**src/rtl/spi_ram_master_pkg.sv**
```systemverilog
// Shared encodings and sizing helpers for the SPI RAM host-side master.
package spi_ram_master_pkg;

  localparam int FRAME_BITS = 10;
  localparam int DATA_W     = 8;

  typedef enum logic [1:0] {
    OP_WR_ADDR = 2'b00,
    OP_WR_DATA = 2'b01,
    OP_RD_ADDR = 2'b10,
    OP_RD_DATA = 2'b11
  } op_e;

  typedef enum logic [2:0] {
    S_IDLE,
    S_LEAD,
    S_SHIFT,
    S_RD_WAIT,
    S_RD_CAP,
    S_GAP
  } state_e;

  function automatic int max_int(input int a, input int b);
    return (a > b) ? a : b;
  endfunction

endpackage

```
**src/rtl/spi_ram_master_sck_gen.sv**
```systemverilog
// SCK divider: CLK_DIV clk per half-period, one-clk rise/fall strobes.
// The phase keeps running while enabled; out_en_i only gates the pin, so
// idle gap periods are timed with the same strobes as real SCK periods.
module spi_sck_gen #(
  parameter int CLK_DIV = 2
) (
  input  logic clk_i,
  input  logic rst_i,
  input  logic en_i,
  input  logic out_en_i,
  output logic sck_o,
  output logic sck_rise_o,
  output logic sck_fall_o
);

  localparam int DIV_W = (CLK_DIV > 1) ? $clog2(CLK_DIV) : 1;
  localparam logic [DIV_W-1:0] DIV_LAST = DIV_W'(CLK_DIV - 1);

  logic [DIV_W-1:0] div_q, div_d;
  logic             ph_q, ph_d;
  logic             sck_q, sck_d;
  logic             wrap;

  // Divider/phase next state and edge strobes; disabled means parked at phase 0.
  always_comb begin
    wrap       = en_i && (div_q == DIV_LAST);
    sck_rise_o = wrap & ~ph_q;
    sck_fall_o = wrap & ph_q;
    div_d      = '0;
    ph_d       = 1'b0;
    sck_d      = 1'b0;
    if (en_i) begin
      div_d = wrap ? '0 : div_q + 1'b1;
      ph_d  = wrap ? ~ph_q : ph_q;
      if (sck_rise_o)      sck_d = out_en_i;
      else if (sck_fall_o) sck_d = 1'b0;
      else                 sck_d = sck_q;
    end
  end

  // Divider state registers.
  always_ff @(posedge clk_i) begin
    if (rst_i) begin
      div_q <= '0;
      ph_q  <= 1'b0;
      sck_q <= 1'b0;
    end else begin
      div_q <= div_d;
      ph_q  <= ph_d;
      sck_q <= sck_d;
    end
  end

  assign sck_o = sck_q;

endmodule

```
**src/rtl/spi_ram_master.sv**
```systemverilog
// Host-side SPI master: one op per handshake, serialised as op[1:0] + data[7:0],
// with an 8-bit MISO capture for RD_DATA.
module spi_ram_master
  import spi_ram_master_pkg::*;
#(
  parameter int CLK_DIV = 2,
  parameter int GAP_SCK = 2,
  parameter int RD_LAT  = 1
) (
  input  logic              clk_i,
  input  logic              rst_i,
  input  logic              cmd_valid_i,
  output logic              cmd_ready_o,
  input  logic [1:0]        cmd_op_i,
  input  logic [DATA_W-1:0] cmd_data_i,
  output logic              rsp_valid_o,
  output logic [DATA_W-1:0] rsp_data_o,
  output logic              seq_err_o,
  output logic              busy_o,
  output logic              sck_o,
  output logic              ss_n_o,
  output logic              mosi_o,
  input  logic              miso_i
);

  localparam int CNT_MAX = max_int(max_int(FRAME_BITS, DATA_W), max_int(RD_LAT, GAP_SCK));
  localparam int CNT_W   = $clog2(CNT_MAX + 1);
  localparam logic [CNT_W-1:0] LAST_BIT  = CNT_W'(FRAME_BITS - 1);
  localparam logic [CNT_W-1:0] LAST_WAIT = CNT_W'((RD_LAT > 0) ? RD_LAT - 1 : 0);
  localparam logic [CNT_W-1:0] LAST_CAP  = CNT_W'(DATA_W - 1);
  localparam logic [CNT_W-1:0] LAST_GAP  = CNT_W'(GAP_SCK - 1);

  state_e                state_q, state_d;
  logic [FRAME_BITS-1:0] tx_q, tx_d;
  logic [DATA_W-1:0]     rx_q, rx_d;
  logic [DATA_W-1:0]     rsp_data_q, rsp_data_d;
  logic [CNT_W-1:0]      cnt_q, cnt_d;
  logic                  ss_n_q, ss_n_d;
  logic                  mosi_q, mosi_d;
  logic                  rd_frame_q, rd_frame_d;
  logic                  rd_pend_q, rd_pend_d;
  logic                  rsp_valid_q, rsp_valid_d;
  logic                  seq_err_q, seq_err_d;
  logic                  sck_rise, sck_fall, accept;

  assign cmd_ready_o = (state_q == S_IDLE) && !rst_i;
  assign busy_o      = (state_q != S_IDLE);
  assign accept      = cmd_valid_i && cmd_ready_o;

  // Divider runs only while a frame or gap is in progress, so every accept
  // starts from phase 0; the pin is held low through the gap.
  spi_sck_gen #(.CLK_DIV(CLK_DIV)) u_sck (
    .clk_i      (clk_i),
    .rst_i      (rst_i),
    .en_i       (state_q != S_IDLE),
    .out_en_i   (state_q != S_GAP),
    .sck_o      (sck_o),
    .sck_rise_o (sck_rise),
    .sck_fall_o (sck_fall)
  );

  // Frame sequencer: next state plus shift/count/flag updates, all keyed on SCK strobes.
  always_comb begin
    state_d     = state_q;
    tx_d        = tx_q;
    rx_d        = rx_q;
    rsp_data_d  = rsp_data_q;
    cnt_d       = cnt_q;
    ss_n_d      = ss_n_q;
    mosi_d      = mosi_q;
    rd_frame_d  = rd_frame_q;
    rd_pend_d   = rd_pend_q;
    rsp_valid_d = 1'b0;
    seq_err_d   = 1'b0;
    unique case (state_q)
      S_IDLE: if (accept) begin
        state_d    = S_LEAD;
        ss_n_d     = 1'b0;
        tx_d       = {cmd_op_i, cmd_data_i};
        mosi_d     = cmd_op_i[1];
        cnt_d      = '0;
        rd_frame_d = (cmd_op_i == OP_RD_DATA);
        if (cmd_op_i == OP_RD_ADDR) rd_pend_d = 1'b1;
        if (cmd_op_i == OP_RD_DATA) begin
          rd_pend_d = 1'b0;
          seq_err_d = ~rd_pend_q;
        end
      end
      // Slave decode period; the fall ending it re-drives bit 0 (op[1]).
      S_LEAD: if (sck_fall) begin
        state_d = S_SHIFT;
        mosi_d  = tx_q[FRAME_BITS-1];
      end
      S_SHIFT: if (sck_fall) begin
        tx_d   = {tx_q[FRAME_BITS-2:0], 1'b0};
        mosi_d = tx_q[FRAME_BITS-2];
        cnt_d  = cnt_q + 1'b1;
        if (cnt_q == LAST_BIT) begin
          cnt_d = '0;
          if (!rd_frame_q) begin
            state_d = S_GAP;
            ss_n_d  = 1'b1;
          end else if (RD_LAT == 0) begin
            state_d = S_RD_CAP;
          end else begin
            state_d = S_RD_WAIT;
          end
        end
      end
      S_RD_WAIT: if (sck_fall) begin
        cnt_d = cnt_q + 1'b1;
        if (cnt_q == LAST_WAIT) begin
          cnt_d   = '0;
          state_d = S_RD_CAP;
        end
      end
      S_RD_CAP: begin
        if (sck_rise) rx_d = {rx_q[DATA_W-2:0], miso_i};
        if (sck_fall) begin
          cnt_d = cnt_q + 1'b1;
          if (cnt_q == LAST_CAP) begin
            cnt_d       = '0;
            state_d     = S_GAP;
            ss_n_d      = 1'b1;
            rsp_valid_d = 1'b1;
            rsp_data_d  = rx_q;
          end
        end
      end
      S_GAP: if (sck_fall) begin
        cnt_d = cnt_q + 1'b1;
        if (cnt_q == LAST_GAP) begin
          cnt_d   = '0;
          state_d = S_IDLE;
        end
      end
      default: state_d = S_IDLE;
    endcase
  end

  // State and datapath registers; reset abandons any frame in flight.
  always_ff @(posedge clk_i) begin
    if (rst_i) begin
      state_q     <= S_IDLE;
      tx_q        <= '0;
      rx_q        <= '0;
      rsp_data_q  <= '0;
      cnt_q       <= '0;
      ss_n_q      <= 1'b1;
      mosi_q      <= 1'b0;
      rd_frame_q  <= 1'b0;
      rd_pend_q   <= 1'b0;
      rsp_valid_q <= 1'b0;
      seq_err_q   <= 1'b0;
    end else begin
      state_q     <= state_d;
      tx_q        <= tx_d;
      rx_q        <= rx_d;
      rsp_data_q  <= rsp_data_d;
      cnt_q       <= cnt_d;
      ss_n_q      <= ss_n_d;
      mosi_q      <= mosi_d;
      rd_frame_q  <= rd_frame_d;
      rd_pend_q   <= rd_pend_d;
      rsp_valid_q <= rsp_valid_d;
      seq_err_q   <= seq_err_d;
    end
  end

  assign ss_n_o      = ss_n_q;
  assign mosi_o      = mosi_q;
  assign rsp_valid_o = rsp_valid_q;
  assign rsp_data_o  = rsp_data_q;
  assign seq_err_o   = seq_err_q;

endmodule

```
**config.mk**
```make
export PLATFORM = sky130hd
export DESIGN_NAME = spi_ram_master
export DESIGN_NICKNAME = d
export VERILOG_FILES = /design/src/rtl/spi_ram_master_pkg.sv /design/src/rtl/spi_ram_master_sck_gen.sv /design/src/rtl/spi_ram_master.sv
export SDC_FILE = /design/constraint.sdc
export NUM_CORES = 1
export LEC_CHECK = 0
export ABC_AREA = 1
export ABC_CLOCK_PERIOD_IN_PS = 1700
export CAP_MARGIN = 20
export CORE_MARGIN = 4
export CORE_UTILIZATION = 28
export CTS_BUF_LIST = sky130_fd_sc_hd__clkbuf_2 sky130_fd_sc_hd__clkbuf_4 sky130_fd_sc_hd__clkbuf_8
export CTS_CLUSTER_DIAMETER = 200
export CTS_CLUSTER_SIZE = 40
export DETAILED_ROUTE_END_ITERATION = 7
export GPL_TIMING_DRIVEN = 0
export HOLD_SLACK_MARGIN = 0.05
export PLACE_DENSITY = 0.45
export SLEW_MARGIN = 20
export SYNTH_ARGS = -nofsm -noshare
export SYNTH_HDL_FRONTEND = slang
export SYNTH_SLANG_ARGS = --single-unit
```
**constraint.sdc**
```tcl
create_clock -name clk_i -period 1.7 [get_ports clk_i]
set_input_delay 0.255 -clock clk_i [delete_from_list [all_inputs] [get_ports clk_i]]
set_output_delay 0.255 -clock clk_i [all_outputs]
set_load 0.1 [all_outputs]
```
After elaboration in Yosys (flattened, before gate mapping) --
Index checks and enable logic that the tools add are counted.
Cells by class: $add $sub $neg 2, eq/ne operators 22, mux-type cells 41, bitwise logic cells 10, reductions and logical operators 26
Operators with widths (count):
- 2-to-1 mux 4 bit | 9
- 2-to-1 mux 3 bit | 11
- inequality test 2 bit (second input constant) | 11
- 2-to-1 mux 10 bit | 2
- one-hot mux 10 bit (2 select lines) | 1
- one-hot mux 4 bit (5 select lines) | 1
- one-hot mux 3 bit (6 select lines) | 1
- 2-to-1 mux 1 bit | 14
- AND reduction 10 bit | 1
- AND reduction 3 bit | 3
- nonzero test 3 bit | 3
- NOT 1 bit | 8
- AND reduction 7 bit | 1
- equality test 3 x 2 -> 1 bit (second input constant) | 2
- equality test 3 bit (second input constant) | 2
- one-hot mux 1 bit (3 select lines) | 2
- AND reduction 6 bit | 1
- nonzero test 2 bit | 3
- OR reduction 3 bit | 2
- nonzero test 5 bit | 1
- adder 4 x 1 -> 4 bit (second input constant) | 1
- equality test 2 bit (second input constant) | 2
- equality test 4 x 1 -> 1 bit (second input constant) | 1
- equality test 4 x 3 -> 1 bit (second input constant) | 1
- other kinds (13) | 17
Word-level totals: register bits 42, bits of input ports 14, output and inout bits 15, word-level logic and storage cells 115

Logic depth before layout (Yosys ltp) --
depth after elaboration 5, depth in mapped cells 12, gate-level depth less buffers 12

Hierarchy --
From an unflattened synthesis, not the netlist that was laid out.
Second synthesis, totals: cells, all modules 291, area total of the unflattened synthesis 2127.0 um^2
By module, submodules not included:
- spi_ram_master | times used 1, cells an instance 276, area each 2004.4 um^2
- spi_sck_gen | times used 1, cells an instance 15, area each 122.6 um^2

Worst setup path after synthesis --
Ideal clock, no wire load.
path type reg2reg, start reg state_q[0], end reg rd_frame_q, library setup time 0.071 ns, data arrival time 2.709 ns, required time 1.629 ns, slack -1.080 ns, cell stages (with the launch flop) 8, path buffers 0, cells stage by stage dfxtp_1 -> nor2_4 -> nand2_4 -> nor2_1 -> nand2_1 -> nor2_1 -> inv_1 -> a21oi_1
On the way: word-level cells in the longest chain between the ends 4
Ends and longest elaborated chain:
- from (decl) | line spi_ram_master.sv:33 | state_e state_q, state_d;
- from (signal assigned) | line spi_ram_master.sv:156 | state_q <= state_d;
- logical NOT 3 bit | line spi_ram_master.sv:46 | assign cmd_ready_o = (state_q == S_IDLE) && !rst_i;
- logical AND 1 bit | line spi_ram_master.sv:46
- via cmd_ready_o | line spi_ram_master.sv:13 | output logic cmd_ready_o,
- logical AND 1 bit | line spi_ram_master.sv:48 | assign accept = cmd_valid_i && cmd_ready_o;
- AND reduction 2 bit (no source line)
- to (signal assigned) | line spi_ram_master.sv:163 | rd_frame_q <= rd_frame_d;
- to (decl) | line spi_ram_master.sv:40 | logic rd_frame_q, rd_frame_d;
The timed path passes the listed nets, and every way through them passes these cells. A chain may end at the register's enable or synchronous reset.

Worst setup path after layout --
start reg state_q[0], end out cmd_ready_o
On the way: word-level cells in the longest chain between the ends 2
Ends and longest elaborated chain (line):
- logical NOT 3 bit | spi_ram_master.sv:46
- logical AND 1 bit | spi_ram_master.sv:46
- to (decl) | spi_ram_master.sv:13
No other way between the ends.

==> results.py <==
metrics = {
    "cts": {
        "cts_made_buffers": 5,
        "insertion_delay_ns": 0.30,
        "cts-htree-levels": 2,
        "cts_sinks": 42,
        "cts_root_buffer": "clkbuf_8",
        "clk_pin_slew_worst_paths_ns": 0.09,
        "cts_tree": "yes",
        "cts.path.max_buffers": 2,
    },
    "synth": {
        "avgSynthCellArea_sq_um": 7.097,
        "yosysWarnings": 0,
        "synth_async_sr_flop_share_pct": 0,
        "synth_edf_count": 0,
        "ys_seq_area_share_pct": 40.85,
        "synth_cells": 290,
        "synth_area_sq_um": 2058,
        "synth-main-ff-cell": "dfxtp_1",
        "syn_nets": 307,
        "yosys.cell_types.count": 32,
        "synth_seq_cells": 42,
    },
    "finish": {
        "final_core_util_pct": 38.19,
        "n_antenna_cell": 0,
        "n_fill_cell": 776,
        "syn2layout_area_growth_pct": 29.54,
        "multiInputGateArea_sq_um": 1066,
        "drive_gt1_share_pct": 17.63,
        "fin_area_sq_um": 2666,
        "seq_area_sq_um": 848.3,
        "nets": 345,
    },
    "floorplan": {
        "die_x_um": 93.74,
        "die_y_um": 93.74,
        "ioPinCount": 29,
        "die-area_sq_um": 8786,
        "initial_core_util_pct": 29.48,
        "core_sq_um": 6982,
        "std_cell_rows": 30,
    },
    "timing": {
        "maxSlewViolCount": 0,
        "period_minus_slack_ns": 1.642,
        "timing.fmax_ghz": 0.6091,
        "fin_crit_sh_pct": 96.57,
        "fin_skew_ns": 0.008986,
        "layout_setup_ws_ns": 0.05835,
        "final_hold_viol_count": 0,
        "finalSetupViolations": 0,
        "worst_pin_slew_ns": 0.5486,
        "slew_headroom_pct": 63.60,
        "rsz0062_at_grt": "yes",
    },
    "place": {
        "io_buffers": 28,
        "post-place-ws_ns": -0.6596,
        "gp_congestion": 0.7841,
        "hpwl_mm": 3.797,
        "placed_area_sq_um": 2481,
    },
    "setup_path": {
        "arrival_ns": 1.39,
        "r2r.worst_path.cells": 8,
        "startpoint_type": "flip-flop",
        "critPathKind": "reg2out",
        "r2r_end": "tx_q[0]",
        "cp_data_required_time_ns": 1.44,
        "cp_max_fo": 6,
        "end_kind": "output pin",
        "r2r-start": "state_q[0]",
        "r2r_setup_slack_ns": 0.08,
    },
    "hold_path": {
        "hp-class": "reg2reg",
        "min_path_cells": 1,
        "whs_endpoint": "seq_err_o",
        "hold_start": "rd_pend_q",
    },
    "detailed_routing": {
        "routedWlPerCell_um": 12.28,
        "route.detailed.drc": 0,
        "via_per_inst": 4.442,
        "ant_nets": 0,
        "highest_layer": "met4",
        "met3_length_um": 217,
        "vias": 1888,
        "firstDrtPassIters": 4,
        "met1Wirelength_mm": 2.688,
        "drtIter0Drc": 63,
        "wl_mm": 5.218,
        "dr_wl_met2_mm": 2.259,
    },
    "power": {
        "power_leakage_uw": 0.001103,
        "powerDensity_nw_per_um2": 1934,
        "vdd_ir_drop_max_mv": 0.4837,
    },
    "status": {
        "status": "finished clean",
    },
    "run": {
        "maxCapViolCount": 0,
    },
    "global_route": {
        "grt_max_degree": 15,
        "grt_pass1_wl_mm": 8.694,
        "first_global_vias": 1841,
        "antenna_found_initial": 0,
        "gr-total-overflow": 0,
        "gr-usage-all-layers_pct": 12.50,
    },
}
## sequential cells by signal (all words and copies together) (netlist names)
| name | cells |
|---|---|
| u_sck.sck_o | 1 |
| u_sck.div_q | 1 |
| rd_pend_q | 1 |
| rsp_data_o | 8 |
| u_sck.ph_q | 1 |
| ss_n_o | 1 |
| rx_q | 8 |
| mosi_o | 1 |
| state_q | 3 |
| cnt_q | 4 |
| rd_frame_q | 1 |
| rsp_valid_o | 1 |
| tx_q | 10 |
| seq_err_o | 1 |
## how the worst max path moves through the flow
stage               startpoint           to
floorplan           state_q[0]   rd_frame_q
global placement         rst_i  cmd_ready_o
detailed placement       rst_i  cmd_ready_o
CTS                 state_q[0]  cmd_ready_o
global route        state_q[0]      tx_q[0]
finish              state_q[0]  cmd_ready_o
## kinds of logic after synthesis
group | Yosys count | share of synthesized area (%)
compound gates | 68 | 17.45
xor+xnor | 1 | 0.4256
fa+ha+maj | 3 | 1.824
buf+inv | 45 | 9.178
flops | 42 | 40.85
simple gates | 131 | 30.27
## critical path, cell delays in order, from the launching register on
cell     delay, ns
dfxtp_2       0.38
nor2_4        0.26
nand2_8       0.10
nor2_4        0.16
buf_12        0.19
## where the power goes
part / switching [uW] / leakage [uW] / internal, uW
clock: 382 / 0.0000585 / 441
sequential: 160 / 0.000344 / 1220
combinational: 2010 / 0.000701 / 951
## cell usage after synthesis, types with 3 or more instances
cell type / n / area, sq um
o21ai_1: 15 / 75.07
buf_4: 3 / 22.52
nand2_2: 3 / 18.77
dfxtp_1: 42 / 840.8
nand3_1: 12 / 60.06
a21oi_1: 29 / 145.1
nand2_1: 55 / 206.5
nor2_4: 4 / 45.04
inv_2: 4 / 15.01
o21ai_0: 17 / 85.08
clkbuf_1: 4 / 15.01
nor2_1: 43 / 161.4
inv_1: 31 / 116.4
nand4_1: 3 / 18.77
ha_1: 3 / 37.54
## stage by stage
step                      hold slack, ns  total power [uW]  cells  TNS, ns
after floorplan                   0.3343              3596    290  -0.2131
after global placement            0.4012              4196    414   -10.43
after detailed placement          0.4058              4212    414   -10.43
after CTS                         0.4222              5116    424        0
after global routing              0.4297              5548    425  -0.2739
final                             0.4286              5157    425        0
## placed cells by master (no fill, tap or decap), drive strengths merged, types with 2 or more instances in the layout
cell and instances:
o21ai 32, o211ai 2, nand2 60, clkdlybuf4s50 13, clkinv 2, a21oi 29, clkdlybuf4s15 13, inv 36
nand3 15, nor2 50, nor3 3, nand4 3, ha 3, clkbuf 9, dfxtp 42, buf 10
## metal layers
| layer | global-route usage [%] | vias up |
|---|---|---|
| met4 | 3.610 | 0 |
| li1 | - | 1017 |
| met2 | 19.34 | 33 |
| met3 | 2.804 | 5 |
| met1 | 17.32 | 833 |
| met5 | 0 | - |
## repair_timing
item | in CTS | in global routing
pin swaps | 1 | 1
endpoints found under the hold margin | 0 | 0
gates resized for setup | 53 | 9
buffers inserted | 2 | 1
hold buffers | 0 | 0
endpoints found under the setup margin | 32 | 30
## final cells by class
type	count	share of cell area [%]
Buffer	9	2.159
Timing Repair Buffer	31	12.25
Tap cell	96	4.505
Clock buffer	5	2.581
Inverter	36	5.068
Multi-Input combinational cell	203	39.98
Clock inverter	3	1.642
Sequential cell	42	31.82
No activity file was read; power rests on OpenSTA's default activity.
